===== config.mk =====
export PLATFORM = sky130hd
export DESIGN_NAME = iter_divider_flat
export DESIGN_NICKNAME = d
export VERILOG_FILES = /design/src/rtl/iter_divider_pkg.sv /design/src/rtl/iter_divider_if.sv /design/src/rtl/iter_divider.sv /design/src/flat_wrapper.sv
export SDC_FILE = /design/constraint.sdc
export NUM_CORES = 1
export LEC_CHECK = 0
export CAP_MARGIN = 10
export CORE_ASPECT_RATIO = 1.4
export CORE_MARGIN = 3
export CORE_UTILIZATION = 58
export DETAILED_ROUTE_END_ITERATION = 16
export GPL_TIMING_DRIVEN = 0
export PLACE_DENSITY = 0.81
export SETUP_SLACK_MARGIN = 0.15
export SYNTH_ARGS = -nofsm -noshare
export SYNTH_HDL_FRONTEND = slang
export SYNTH_SLANG_ARGS = --single-unit

===== constraint.sdc =====
create_clock -name clk -period 6 [get_ports clk]
set_input_delay 1.2 -clock clk [delete_from_list [all_inputs] [get_ports clk]]
set_output_delay 1.2 -clock clk [all_outputs]
set_load 0.005 [all_outputs]

===== src/rtl/iter_divider_pkg.sv =====
// Shared types and sizing helpers for the iterative divider.
package iter_divider_pkg;

  localparam int DIV_DW = 32;

  // Counter width needed to count DATA_WIDTH iterations.
  function automatic int iter_w(input int dw);
    return $clog2(dw) + 1;
  endfunction

  localparam int ITER_W = iter_w(DIV_DW);

  typedef enum logic [1:0] {
    IDLE,
    BUSY,
    DONE
  } div_state_t;

endpackage


===== src/rtl/iter_divider_if.sv =====
// Divide handshake between the execute stage (master) and the divider (slave).
interface iter_divider_if
  import iter_divider_pkg::*;
#(
  parameter int DATA_WIDTH = DIV_DW
);
  logic                  triggered;
  logic                  hold;
  logic                  is_unsigned;
  logic [DATA_WIDTH-1:0] dividend;
  logic [DATA_WIDTH-1:0] divisor;
  logic [DATA_WIDTH-1:0] quotient;
  logic [DATA_WIDTH-1:0] remainder;
  logic                  is_finished;
  logic                  busy;

  modport master (
    output triggered, hold, is_unsigned, dividend, divisor,
    input  quotient, remainder, is_finished, busy
  );

  modport slave (
    input  triggered, hold, is_unsigned, dividend, divisor,
    output quotient, remainder, is_finished, busy
  );
endinterface


===== src/rtl/iter_divider.sv =====
// Radix-2 restoring divider with RV32M DIV/DIVU/REM/REMU semantics.
// One quotient bit per cycle; divide-by-zero and signed overflow finish
// on the start cycle.
module iter_divider
  import iter_divider_pkg::*;
#(
  parameter int DATA_WIDTH = DIV_DW
) (
  input  logic          clk,
  input  logic          rst_n,
  iter_divider_if.slave bus
);

  localparam int CW = iter_w(DATA_WIDTH);
  localparam logic [DATA_WIDTH-1:0] MIN_NEG = {1'b1, {(DATA_WIDTH-1){1'b0}}};
  localparam logic [DATA_WIDTH-1:0] ALL_ONE = {DATA_WIDTH{1'b1}};

  div_state_t            state_q;
  logic [DATA_WIDTH-1:0] quo_q;        // dividend shifting out, quotient shifting in
  logic [DATA_WIDTH-1:0] rem_q;        // partial remainder, always < divisor
  logic [DATA_WIDTH-1:0] dvs_q;        // divisor magnitude
  logic [CW-1:0]         cnt_q;
  logic                  q_neg_q;
  logic                  r_neg_q;
  logic [DATA_WIDTH-1:0] quotient_q;
  logic [DATA_WIDTH-1:0] remainder_q;
  logic                  fin_q;

  logic                  sgn_a, sgn_b;
  logic [DATA_WIDTH-1:0] mag_a, mag_b;
  logic [DATA_WIDTH:0]   rem_sh, diff;
  logic                  ge;
  logic [DATA_WIDTH-1:0] rem_nx, quo_nx;
  logic [DATA_WIDTH-1:0] q_fix, r_fix;

  // Operand signs and magnitudes; unsigned mode passes raw values through.
  always_comb begin
    sgn_a = ~bus.is_unsigned & bus.dividend[DATA_WIDTH-1];
    sgn_b = ~bus.is_unsigned & bus.divisor[DATA_WIDTH-1];
    mag_a = sgn_a ? -bus.dividend : bus.dividend;
    mag_b = sgn_b ? -bus.divisor  : bus.divisor;
  end

  // One restoring step; the borrow out of the wide subtract is the compare.
  always_comb begin
    rem_sh = {rem_q, quo_q[DATA_WIDTH-1]};
    diff   = rem_sh - {1'b0, dvs_q};
    ge     = ~diff[DATA_WIDTH];
    rem_nx = ge ? diff[DATA_WIDTH-1:0] : rem_sh[DATA_WIDTH-1:0];
    quo_nx = {quo_q[DATA_WIDTH-2:0], ge};
  end

  // Sign fix-up applied to the final step's result.
  always_comb begin
    q_fix = q_neg_q ? -quo_nx : quo_nx;
    r_fix = r_neg_q ? -rem_nx : rem_nx;
  end

  // Control FSM, iteration datapath and registered outputs.
  always_ff @(posedge clk) begin
    if (!rst_n) begin
      state_q     <= IDLE;
      quo_q       <= '0;
      rem_q       <= '0;
      dvs_q       <= '0;
      cnt_q       <= '0;
      q_neg_q     <= 1'b0;
      r_neg_q     <= 1'b0;
      quotient_q  <= '0;
      remainder_q <= '0;
      fin_q       <= 1'b0;
    end else begin
      case (state_q)
        IDLE: begin
          if (bus.triggered) begin
            if (bus.divisor == '0) begin
              quotient_q  <= ALL_ONE;
              remainder_q <= bus.dividend;
              fin_q       <= 1'b1;
              state_q     <= DONE;
            end else if (!bus.is_unsigned && bus.dividend == MIN_NEG &&
                         bus.divisor == ALL_ONE) begin
              quotient_q  <= MIN_NEG;
              remainder_q <= '0;
              fin_q       <= 1'b1;
              state_q     <= DONE;
            end else begin
              quo_q   <= mag_a;
              dvs_q   <= mag_b;
              rem_q   <= '0;
              cnt_q   <= '0;
              q_neg_q <= sgn_a ^ sgn_b;
              r_neg_q <= sgn_a;
              state_q <= BUSY;
            end
          end
        end
        BUSY: begin
          if (!bus.triggered) begin
            // Flushed by execute: drop the operation, keep old results.
            state_q <= IDLE;
          end else begin
            quo_q <= quo_nx;
            rem_q <= rem_nx;
            cnt_q <= cnt_q + CW'(1);
            if (cnt_q == CW'(DATA_WIDTH-1)) begin
              quotient_q  <= q_fix;
              remainder_q <= r_fix;
              fin_q       <= 1'b1;
              state_q     <= DONE;
            end
          end
        end
        DONE: begin
          if (!bus.hold) begin
            fin_q   <= 1'b0;
            state_q <= IDLE;
          end
        end
        default: state_q <= IDLE;
      endcase
    end
  end

  assign bus.quotient    = quotient_q;
  assign bus.remainder   = remainder_q;
  assign bus.is_finished = fin_q;
  assign bus.busy        = (state_q == BUSY);

endmodule


===== src/flat_wrapper.sv =====
// flat-port wrapper written by rule: the top's interface ports become plain ports
module iter_divider_flat import iter_divider_pkg::*;
#(
  parameter int DATA_WIDTH = DIV_DW
)
  (clk, rst_n, bus_triggered, bus_hold, bus_is_unsigned, bus_dividend, bus_divisor, bus_quotient, bus_remainder, bus_is_finished, bus_busy);
  iter_divider_if #(.DATA_WIDTH(DATA_WIDTH)) bus_i ();
  input  logic clk;
  input  logic rst_n;
  input wire logic [$bits(bus_i.triggered)-1:0] bus_triggered;
  input wire logic [$bits(bus_i.hold)-1:0] bus_hold;
  input wire logic [$bits(bus_i.is_unsigned)-1:0] bus_is_unsigned;
  input wire logic [$bits(bus_i.dividend)-1:0] bus_dividend;
  input wire logic [$bits(bus_i.divisor)-1:0] bus_divisor;
  output wire logic [$bits(bus_i.quotient)-1:0] bus_quotient;
  output wire logic [$bits(bus_i.remainder)-1:0] bus_remainder;
  output wire logic [$bits(bus_i.is_finished)-1:0] bus_is_finished;
  output wire logic [$bits(bus_i.busy)-1:0] bus_busy;
  assign bus_i.triggered = bus_triggered;
  assign bus_i.hold = bus_hold;
  assign bus_i.is_unsigned = bus_is_unsigned;
  assign bus_i.dividend = bus_dividend;
  assign bus_i.divisor = bus_divisor;
  assign bus_quotient = bus_i.quotient;
  assign bus_remainder = bus_i.remainder;
  assign bus_is_finished = bus_i.is_finished;
  assign bus_busy = bus_i.busy;
  iter_divider #(.DATA_WIDTH(DATA_WIDTH)) u_core (.clk(clk), .rst_n(rst_n), .bus(bus_i));
endmodule

==> results.toml <==
[run]
max-cap-violations = 0

[floorplan]
die_width_um = 129
initial_core_util_pct = 59.1
die_h_um = 178
die_area_sq_um = 22800
placementRows = 62
ios = 135
core_area_sq_um = 20600

[synthesis]
synth_warnings = 0
syn-num-nets = 1758
synth.most_common_cell = "nor2_1"
synth_async_sr_flop_share_pct = 0
synthCells = 1650
avgSynthCellArea_sq_um = 7.39
ys_types = 76
synth-seq-cells = 171
synth_seq_area_share_pct = 28.1
synth_top_area_share_pct = 28.1
synth_common_cells = "220 x nor2_1, 171 x dfxtp_1, 161 x a21oi_1"
ys_top_cells_by_area = "dfxtp_1 28%, nor2_1 6.8%, a21oi_1 6.6%, xor2_1 5.5%, nand2_1 4.6%"
synthFlopType = "dfxtp_1"
synth_edf_count = 0
synth_area_sq_um = 12200
yosysTopAreaCell = "dfxtp_1"

[final_layout]
finalInstanceArea_sq_um = 14700
seqCellArea_sq_um = 3430
antennaDiodeCount = 0
multi_input_area_sq_um = 8280
final_nets = 1917
drive_above_1_share_pct = 5.65
fillCellCount = 1732
fin_cells = 2078
area_growth_pct = 20.1

[critical_path]
reg2reg_slack_ns = 0.23
crit_start = "u_core.rem_q[16]"
worst-r2r-cell-count = 22
r2r-start = "u_core.rem_q[16]"
path_class = "flop to flop"
crit_end = "u_core.bus.remainder[16]"
worst-path-max-fanout = 10
cp.arrival_ns = 6.07
r2r_end = "u_core.bus.remainder[16]"
start_kind = "flop"
cp.required_ns = 6.31
cp-end-kind = "flop"

[timing]
rsz0062_at_grt = "yes"
maxSlewHeadroom_pct = 33.2
tns_ns = 0
setup_violations = 0
fmax_ghz = 0.173
post-route-min-period_ns = 5.77
hold_viol = 0
final_max_slew_viol_count = 0
hold_ws_ns = 0.458
finalCritPeriodShare_pct = 96.1
tightest_slew_ns = 0.998
fin_worst_skew_ns = 0.00580

[cts]
cts_buffers = 17
cts-root-buf = "clkbuf_16"
cts.sinks = 171
clk_pin_slew_ns = 0.07
cts_tree = "built"
clock_latency_ns = 0.45
clk_path_buf_depth = 2
cts_hold_buf = 0
htree_levels = 4

[grt]
grt_use_total_pct = 41.2
top_usage_layer = "met2"
grt_overflow = 0
grt_first_pass_wirelength_mm = 72.1
grt_max_degree = 17
use_met1_pct = 40.2
grt_antenna_before_repair = 0
use_met3_pct = 8.79
grtUsageMet2_pct = 72.6
grt_pass1_vias = 13600

[drt]
viasPerCell = 6.63
num_vias = 13800
drc = 0
first_pass_iters = 7
wirelength_mm = 47.8
ant_nets = 0
drtIter0Drc = 1524
post_drt_wl_per_cell_um = 23.0

[placement]
post_dp_cell_area_sq_um = 13900
dp_hpwl_mm = 37.4
place.gp.congestion = 1.03
dpl.cell_count = 2040
port_buffers = 134

[power]
power_density_nw_per_um2 = 220
p_leak_nw = 5.34
ir_drop_mv = 0.207
total_power_mw = 3.22

[status]
outcome = "complete, no violations"

[min_path]
hold_class = "flop to flop"
## registers in the layout (all words and copies together), names as in the netlist
| name | count |
|---|---|
| u_core.quo_q | 32 |
| u_core.dvs_q | 32 |
| u_core.bus.quotient | 32 |
| u_core.cnt_q | 6 |
| u_core.state_q | 2 |
| u_core.q_neg_q | 1 |
| u_core.bus.remainder | 32 |
| u_core.r_neg_q | 1 |
| u_core.bus.is_finished | 1 |
| u_core.rem_q | 32 |
## worst min-delay path by stage
stage	depth (start not counted)	from	endpoint	slack, ns
floorplan	2	u_core.dvs_q[31]	u_core.dvs_q[31]	0.45
global placement	2	u_core.bus.quotient[9]	u_core.bus.quotient[9]	0.44
detailed placement	2	u_core.bus.quotient[9]	u_core.bus.quotient[9]	0.45
CTS	2	u_core.bus.quotient[9]	u_core.bus.quotient[9]	0.46
global route	2	u_core.bus.quotient[9]	u_core.bus.quotient[9]	0.48
finish	2	u_core.bus.quotient[9]	u_core.bus.quotient[9]	0.46
## kinds of logic (layout without fill, tap and decap cells)
| family | Yosys count | count (layout) | share of synthesized area [%] |
|---|---|---|---|
| AOI/OAI and AO/OA | 519 | 519 | 27.7 |
| xor gates and xnor gates | 134 | 134 | 9.62 |
| adders and majority gates | 39 | 39 | 4.06 |
| buffers and inverters | 161 | 333 | 5.21 |
| DFF | 171 | 171 | 28.1 |
| muxes | 32 | 32 | 2.69 |
| and+or+nand+nor | 594 | 594 | 22.6 |
## through the flow
step	utilization, %	worst slack (ns)
6_report	71.0	0.234
5_1_grt	71.0	0.0553
4_1_cts	70.6	0.177
3_5_place_dp	67.2	-1.20
3_3_place_gp	67.2	-1.16
2_1_floorplan	-	0.786
## layer usage
layer	routed length [um]	vias up
met4	4660	0
met3	3650	296
li1	-	6319
met2	23500	808
met5	0	-
met1	16000	6354
## area by class of cell
cell class              count  share of cell area, %
flip-flops and latches    171                   23.4
well taps                 256                   2.19
inverters                  50                   1.29
clock buffers              19                   3.02
plain buffers             111                   3.32
clock inverters            13                  0.811
multi-input cells        1318                   56.5
repair buffers            140                   9.46
## what timing repair did
action	CTS	global route
pin swaps	3	5
gates resized for setup	27	16
setup endpoints to repair	23	22
buffers inserted	2	4
## cells in the final DEF, fill, tap and decap left out, drive strengths merged, types with 14 or more instances in the layout
master,count
ha,38
nand4,24
nor3,52
and3,15
or3,18
nand3,25
xnor2,57
buf,27
dfxtp,171
a211oi,60
o21ai,91
a21oi,164
clkbuf,109
a221oi,18
nand2b,14
nand2,150
nor2,221
a31oi,22
o41ai,17
o31ai,26
inv,52
a22oi,17
mux2i,26
xor2,77
clkdlybuf4s50,134
o211ai,38
nor4,19
## report_power, final
group / switching (mW) / leakage [nW] / internal [mW]
Clock: 0.516 / 0.266 / 0.585
Sequential: 0.0526 / 1.39 / 1.19
Combinational: 0.573 / 3.68 / 0.310
Total: 1.14 / 5.34 / 2.08
## worst max-delay path: stages (launching register included)
cell and delay, ns:
dfxtp_1 0.41, ha_1 0.26, clkbuf_1 0.19, a21oi_2 0.24
o21ai_0 0.17, a211o_1 0.34, a221o_1 0.40, o21a_1 0.22
buf_6 0.17, nor2_2 0.17, buf_6 0.18, clkbuf_4 0.28
buf_8 0.22, mux2i_4 0.31, ha_4 0.20, nand2_1 0.09
nor4_2 0.21, nand4_1 0.27, a21boi_2 0.31, o41ai_1 0.30
xor2_1 0.16, a221oi_2 0.40, nor3_1 0.10
(Power assumes the default switching activity.)
